File: src/rtl/dec_pkg.sv
// rtl/dec_pkg.sv - shared types and helpers for the code decoder path
package dec_pkg;

  localparam int CODE_W = 2;
  localparam int LINES  = 4;

  typedef enum logic {
    ST_IDLE = 1'b0,
    ST_HOLD = 1'b1
  } state_t;

  function automatic logic [LINES-1:0] onehot(input logic [CODE_W-1:0] code);
    logic [LINES-1:0] r;
    r       = '0;
    r[code] = 1'b1;
    return r;
  endfunction

endpackage

File: src/rtl/onehot_dec.sv
// rtl/onehot_dec.sv - combinational 2-to-4 one-hot decoder
module onehot_dec
  import dec_pkg::*;
(
  input  logic [CODE_W-1:0] code,
  output logic [LINES-1:0]  lines
);

  assign lines = onehot(code);

endmodule

File: src/rtl/code_decoder.sv
// rtl/code_decoder.sv - holds a decoded one-hot pattern for HOLD cycles and counts events
// Optional DEC_ACTIVE_LOW_EN drives the one-hot lines inverted for active-low LEDs.
module code_decoder
  import dec_pkg::*;
#(
  parameter int HOLD  = 4,
  parameter int CNT_W = 8
) (
  input  logic              clk,
  input  logic              rst,
  input  logic              in_valid,
  input  logic [CODE_W-1:0] in_code,
  output logic              in_ready,
  output logic [LINES-1:0]  out,
  output logic              out_valid,
  output logic [CNT_W-1:0]  evt_cnt
);

`ifdef DEC_ACTIVE_LOW_EN
  localparam logic [LINES-1:0] OUT_IDLE = '1;
`else
  localparam logic [LINES-1:0] OUT_IDLE = '0;
`endif
  localparam logic [7:0]       HOLD_M1  = 8'(HOLD - 1);
  localparam logic [CNT_W-1:0] CNT_MAX  = '1;

  state_t            state, state_nx;
  logic [7:0]        cnt, cnt_nx;
  logic [LINES-1:0]  dec_lines, out_nx;
  logic              out_valid_nx;
  logic [CNT_W-1:0]  evt_nx;
  logic              accept;

  onehot_dec u_dec (
    .code  (in_code),
    .lines (dec_lines)
  );

  // Ready depends only on registered state, never on in_valid
  assign in_ready = (state == ST_IDLE) || (cnt == 8'd0);
  assign accept   = in_valid && in_ready;

  always_ff @(posedge clk) begin
    if (rst) begin
      state     <= ST_IDLE;
      cnt       <= 8'd0;
      out       <= OUT_IDLE;
      out_valid <= 1'b0;
      evt_cnt   <= '0;
    end else begin
      state     <= state_nx;
      cnt       <= cnt_nx;
      out       <= out_nx;
      out_valid <= out_valid_nx;
      evt_cnt   <= evt_nx;
    end
  end

  always_comb begin
    state_nx = state;
    case (state)
      ST_IDLE: if (accept) state_nx = ST_HOLD;
      ST_HOLD: if ((cnt == 8'd0) && !accept) state_nx = ST_IDLE;
      default: state_nx = ST_IDLE;
    endcase
  end

  always_comb begin
    cnt_nx       = cnt;
    out_nx       = out;
    out_valid_nx = out_valid;
    evt_nx       = evt_cnt;
    if (accept) begin
      // XOR with the idle value applies the active-low inversion at the register
      cnt_nx       = HOLD_M1;
      out_nx       = dec_lines ^ OUT_IDLE;
      out_valid_nx = 1'b1;
      if (evt_cnt != CNT_MAX) evt_nx = evt_cnt + CNT_W'(1);
    end else if (state == ST_HOLD) begin
      if (cnt != 8'd0) begin
        cnt_nx = cnt - 8'd1;
      end else begin
        out_nx       = OUT_IDLE;
        out_valid_nx = 1'b0;
      end
    end
  end

endmodule
File: config.mk
export PLATFORM = sky130hd
export DESIGN_NAME = code_decoder
export DESIGN_NICKNAME = d
export VERILOG_FILES = /design/src/rtl/dec_pkg.sv /design/src/rtl/onehot_dec.sv /design/src/rtl/code_decoder.sv
export SDC_FILE = /design/constraint.sdc
export NUM_CORES = 1
export LEC_CHECK = 0
export ABC_AREA = 1
export BUFFER_PORTS_ARGS = -buffer_cell sky130_fd_sc_hd__buf_4
export CORE_MARGIN = 5
export CORE_UTILIZATION = 49
export DETAILED_ROUTE_END_ITERATION = 10
export HOLD_SLACK_MARGIN = 0.12
export MAX_ROUTING_LAYER = met4
export PLACE_DENSITY = 0.75
export SYNTH_ARGS = -nofsm -noshare
export SYNTH_HDL_FRONTEND = slang
export SYNTH_SLANG_ARGS = --single-unit
File: constraint.sdc
create_clock -name clk -period 1.53 [get_ports clk]
set_clock_uncertainty 0.1 [all_clocks]
set_input_delay 0.306 -clock clk [delete_from_list [all_inputs] [get_ports clk]]
set_output_delay 0.306 -clock clk [all_outputs]
set_load 0.005 [all_outputs]
==> results of run 1 <==
## synth_stat cells
master and n:
inv_1 15, nor2_2 2, nor2_1 15, nand3_4 1, xnor2_1 3, nand4_1 11
nand3_1 3, o21ai_0 6, o21ai_2 1, buf_6 1, nand2_1 53, o21ai_4 1
ha_1 2, inv_2 1, dfxtp_1 22, xor2_1 2, nand2_2 1, nor3_1 2
clkbuf_1 2, a21oi_1 17, buf_4 1, nand3b_1 2
## final cells by class
type / count / area [um^2]
clock buffers: 3 / 22.5
clock inverters: 1 / 30.0
fillers: 184 / 642
inverters: 16 / 60.1
multi-input cells: 123 / 668
flip-flops and latches: 22 / 445
well taps: 28 / 35.0
repair buffers: 39 / 309
## through the flow
step | TNS (ns) | setup WS (ns)
2_1_floorplan | 0 | 0.0420
3_3_place_gp | 0 | 0.0413
3_5_place_dp | 0 | 0.00327
4_1_cts | -0.249 | -0.194
5_1_grt | -1.52 | -0.251
6_report | -0.296 | -0.179
## what timing repair did
item                                    4_1_cts  5_1_grt
pin swaps                                     5        7
gates resized for setup                       9       12
hold endpoints to repair                      0        0
endpoints found under the setup margin        8       23
buffers inserted                              6        6
gates cloned                                  1        0
## cells in the final DEF (no fill, tap or decap)
| master | count |
|---|---|
| nand2_1 | 49 |
| buf_4 | 37 |
| dfxtp_1 | 18 |
| a21oi_1 | 16 |
| inv_1 | 13 |
| nor2_1 | 12 |
| nand4_1 | 11 |
| o21ai_0 | 5 |
| nor2_2 | 4 |
| nand2_2 | 4 |
| dfxtp_2 | 4 |
| inv_2 | 3 |
| xnor2_1 | 3 |
| clkbuf_4 | 3 |
| nor3_1 | 2 |
| nand3_1 | 2 |
| xor2_1 | 2 |
| nand3_2 | 2 |
| nand3b_1 | 2 |
| nand2_4 | 1 |
| o21ai_4 | 1 |
| nand3_4 | 1 |
| o21ai_1 | 1 |
| nor2_4 | 1 |
| o21ai_2 | 1 |
| a21oi_2 | 1 |
| ha_1 | 1 |
| ha_4 | 1 |
| bufinv_16 | 1 |
| buf_6 | 1 |
| buf_12 | 1 |
## metal layers
layer  track usage (%)  wire [um]  up-vias
li1                  -          -      617
met5                 -          0        -
met1              19.9       1170      558
met3              2.23        140        6
met4              7.95         53        0
met2              31.0       1470       28
## path summary, 6_finish.rpt
kind	start	end	slack, ns	cells after the start
hold reg to reg	out[2]	out[2]	0.38	2
hold / removal	rst	evt_cnt[4]	0.16	2
setup reg to reg	cnt[0]	evt_cnt[5]	-0.03	9
setup / recovery	cnt[0]	in_ready	-0.18	6
## critical path: cells and delay by family, from the launching register on
kind / cells / cell delay, ns
compound gates: 1 / 0.18
buf+inv: 3 / 0.27
flops: 1 / 0.34
simple gates: 1 / 0.05
fa+ha+maj: 1 / 0.15
## where the power goes
group / leakage (nW) / internal (mW) / switching (mW)
Sequential: 0.181 / 0.603 / 0.0218
Clock: 0.0279 / 0.265 / 0.175
Combinational: 0.503 / 0.165 / 0.188
## state kept, by name, indices dropped and copies added, names as in the netlist
signal and count:
cnt 8, evt_cnt 8, out 4, out_valid 1, state 1
## cells by family (layout without fill, tap and decap cells)
logic type               count (synthesis)  after routing  share of synthesized area (%)
AND/OR/NAND/NOR                         90             91                           35.2
buffers and inverters                   20             59                           7.60
flip-flops                              22             22                           38.8
XOR/XNOR                                 5              5                           3.86
AO/OA/AOI/OAI                           25             25                           12.3
adder cells (fa/ha/maj)                  2              2                           2.20
==> results.cfg, run 1 <==
[critical_path]
crit_arrival_ns = 1.30
crit_slowest_cell = dfxtp_2
cp_max_fo = 2
critPathLaunchType = flop
endpoint_kind = output port
cp.required_ns = 1.12
cpPeakStageDelay_ns = 0.34
crit_type = flop to output port
path_cells = inv_2 -> ha_4 -> nand2_4 -> o21ai_4 -> buf_12 -> buf_6

[yosys]
yosys.cell_types.count = 22
yosysTopAreaCell = dfxtp_1
synth_top_area_share_pct = 38.8
synthCells = 164
yosysSeqAreaShare_pct = 38.8
synthTopCellsByArea = dfxtp_1 39%, nand2_1 18%, a21oi_1 7.5%
synth_warnings = 0
synth_area_um2 = 1140
synth_fp_nets = 171
syn_avg_cell_area_um2 = 6.93
synth_seq_cells = 22

[clock_tree]
htreeDepth = 1
cts.sinks = 22
cts_hold_buffers = 0
clk_latency_ns = 0.31
tritoncts = yes
cts_made_buffers = 3
cts.clk_slew.worst_paths_ns = 0.13
cts-root-buf = clkbuf_4
clock_path_buffers = 2

[cells_and_area]
num_antenna_cells = 0
drive_above_1_share_pct = 32.8
final_core_util_pct = 71.0
instances_no_fill = 232
areaGrowthSynthToFinish_pct = 38.2
final_nets = 212
final_area_um2 = 1570

[sta]
rsz0062_at_grt = true
slew_violations = 0
hold_viol = 0
relSlewSlack_pct = 79.8
period_share_pct = 112
setup_ws_ns = -0.179
whs_ns = 0.163
setup_viol = 8
fin_crit_ns = 1.71
worst_slew_pin_slew_ns = 0.301
max_freq_mhz = 585

[route]
vias_per_cell = 5.21
wl_um = 2840
drc = 0
num_vias = 1209
wl_per_cell_um = 12.2
detail-route-antenna-nets = 0
first_pass_iters = 4
drtIter0Drc = 56

[global_route]
antenna_found_initial = 0
gr-total-overflow = 0
grt_pass1_wl_um = 4600
grt_util_all_layers_pct = 17.7
grt_max_degree = 17
grt_pass1_vias = 1107

[placed_design]
io_buffer_count = 18
placed_area_um2 = 1390
place.gp.congestion = 0.867
hpwlAfterDp_um = 2020
dp_cells = 219

[pwr]
power_density_nw_per_um2 = 903
power.total_mw = 1.42
cellLeakagePower_nw = 0.711
vdd_drop_max_uv = 701

[run]
cap_violations = 0

[status]
status = finished, violations left
violations = negative setup slack

[floorplan]
dieWidth_um = 58.2
std_cell_rows = 17
start_util_pct = 51.4
ios = 19
core-area_um2 = 2210
die_h_um = 58.2
dieArea_um2 = 3380

[worst_hold_path]
min_path_type = input port to flop
No activity file was read; power rests on OpenSTA's default activity.
==> run 2, diff against run 1 <==
- CORE_ASPECT_RATIO: not set -> 1.1
==> run 2 against run 1 <==
The flow still finishes with violations (negative setup slack). Sequential cell count unchanged. Global-route usage up 0.64 points. First-iteration DRC count unchanged. Die area about the same. Critical path depth down 2. Setup slack better by 0.12 ns. Sequential share of layout area up 0.31 points. Critical path type unchanged.
==> results.cfg, run 2 (synthesis gave the netlist of run 1 again) <==
[cells_and_area]
seqCellArea_um2 = 444
areaGrowthSynthToFinish_pct = 36.3
reg_top3 = cnt: 8 flops, evt_cnt: 8 flops, out: 4 flops
final_nets = 211
multi_input_area_um2 = 646
final_core_util_pct = 69.5
fillers = 176
num_antenna_cells = 0
final_cell_mix = 51 x nand2_1, 37 x buf_4, 19 x dfxtp_1
final_area_um2 = 1550
instances_no_fill = 233
drive_above_1_share_pct = 29.6
layout_commonest_cell = nand2_1

[floorplan]
die_h_um = 60.5
ios = 19
dieWidth_um = 55.9
start_util_pct = 51.0
core-area_um2 = 2230
std_cell_rows = 18
dieArea_um2 = 3380

[pwr]
vdd_drop_max_uv = 699
clockPowerShare_pct = 31.4
seqPwrFrac_pct = 44.0
power_density_nw_per_um2 = 917
p_sw_mw = 0.388
power.total_mw = 1.42
comb_power_share_pct = 24.6
cellLeakagePower_nw = 0.700
p_sw_share_pct = 27.3
internal_power_mw = 1.03

[route]
first_pass_iters = 4
vias_per_cell = 5.26
drc = 0
wl_um = 2910
drtIter0Drc = 56
wl_per_cell_um = 12.5
num_vias = 1226
detail-route-antenna-nets = 0

[critical_path]
regToRegSetupSlack_ns = 0.01
r2r_start = cnt[5]
path_cells = nor2_2 -> nand2_2 -> o21ai_4 -> buf_6
cp.required_ns = 1.12
endpoint_kind = output port
startpoint = cnt[5]
r2r-end = evt_cnt[6]
path_buf_inv = 1
cpPeakStageDelay_ns = 0.38
crit_slowest_cell = dfxtp_1
cp_max_fo = 4
crit_arrival_ns = 1.18
cp-endpoint = in_ready
critPathLaunchType = flop
crit_type = flop to output port
cp_num_cells = 4
crit_family = flip-flops
rr_worst_depth = 8

[sta]
relSlewSlack_pct = 82.7
worst_slew_pin_slew_ns = 0.257
max_freq_mhz = 629
slew_violations = 0
period_share_pct = 104
fin_crit_ns = 1.59
setup_viol = 1
whs_ns = 0.159
setup_tns_ns = -0.0593
setup_ws_ns = -0.0593
rsz0062_at_grt = true
hold_viol = 0

[status]
violations = negative setup slack
status = finished, violations left

[placed_design]
hpwlAfterDp_um = 2150
placed_area_um2 = 1420
dp_cells = 224
io_buffer_count = 18
pre_cts_ws_ns = -0.0534
place.gp.congestion = 0.861

[clock_tree]
htreeDepth = 1
cts_hold_buffers = 0
cts-root-buf = clkbuf_4
cts.sinks = 22
cts.clk_slew.worst_paths_ns = 0.13
clk_latency_ns = 0.31
tritoncts = yes
cts_made_buffers = 3
clock_path_buffers = 2

[global_route]
grt_util_all_layers_pct = 18.3
grt_pass1_wl_um = 4800
antenna_found_initial = 0
grt_max_degree = 16
grt_pass1_vias = 1206
gr-total-overflow = 0

[worst_hold_path]
holdPathStages = 2
min_path_type = input port to flop

[run]
cap_violations = 0
## run 2: cell types whose count changed in the layout (fill, tap and decap cells not counted), moves of 2 or more
cell | previous run | this run
nor2_2 | 4 | 2
nand2_1 | 49 | 51
nor2_1 | 12 | 14
nand3_2 | 2 | 0
## run 2: worst min path at each step
stage	startpoint	to	slack, ns
2_1_floorplan	rst	evt_cnt[5]	0.28
5_1_grt	rst	out[0]	0.15
3_5_place_dp	out[2]	out[2]	0.36
6_report	rst	evt_cnt[2]	0.16
4_1_cts	rst	evt_cnt[2]	0.15
3_3_place_gp	out[0]	out[0]	0.35
## run 2: repair_timing
| item | 4_1_cts | 5_1_grt |
|---|---|---|
| buffers inserted | 4 | 1 |
| pin swaps | 3 | 1 |
| resized for setup | 9 | 5 |
| hold endpoints to repair | 0 | 0 |
| endpoints found under the setup margin | 20 | 21 |
## run 2: power by group through the flow
stage,logic [mW],clock network [mW],registers [mW]
2_1_floorplan,0.182,0,0.635
3_3_place_gp,0.290,0,0.632
3_5_place_dp,0.300,0,0.634
4_1_cts,0.330,0.452,0.624
5_1_grt,0.387,0.480,0.629
6_report,0.349,0.446,0.625
## run 2: layout make-up
| type | instances | area share (%) |
|---|---|---|
| multi-input combinational | 122 | 41.7 |
| sequential | 22 | 28.7 |
| timing repair buffer | 39 | 20.0 |
| inverter | 16 | 3.88 |
| tap | 30 | 2.42 |
| clock inverter | 1 | 1.94 |
| clock buffer | 3 | 1.45 |
## run 2: metal layers
layer / global-route usage (%) / vias up / share of wire [%]
met5: - / - / 0
met4: 11.2 / 0 / 3.2
met3: 3.19 / 13 / 4.1
met2: 31.8 / 35 / 50
met1: 19.9 / 567 / 43
li1: - / 611 / -
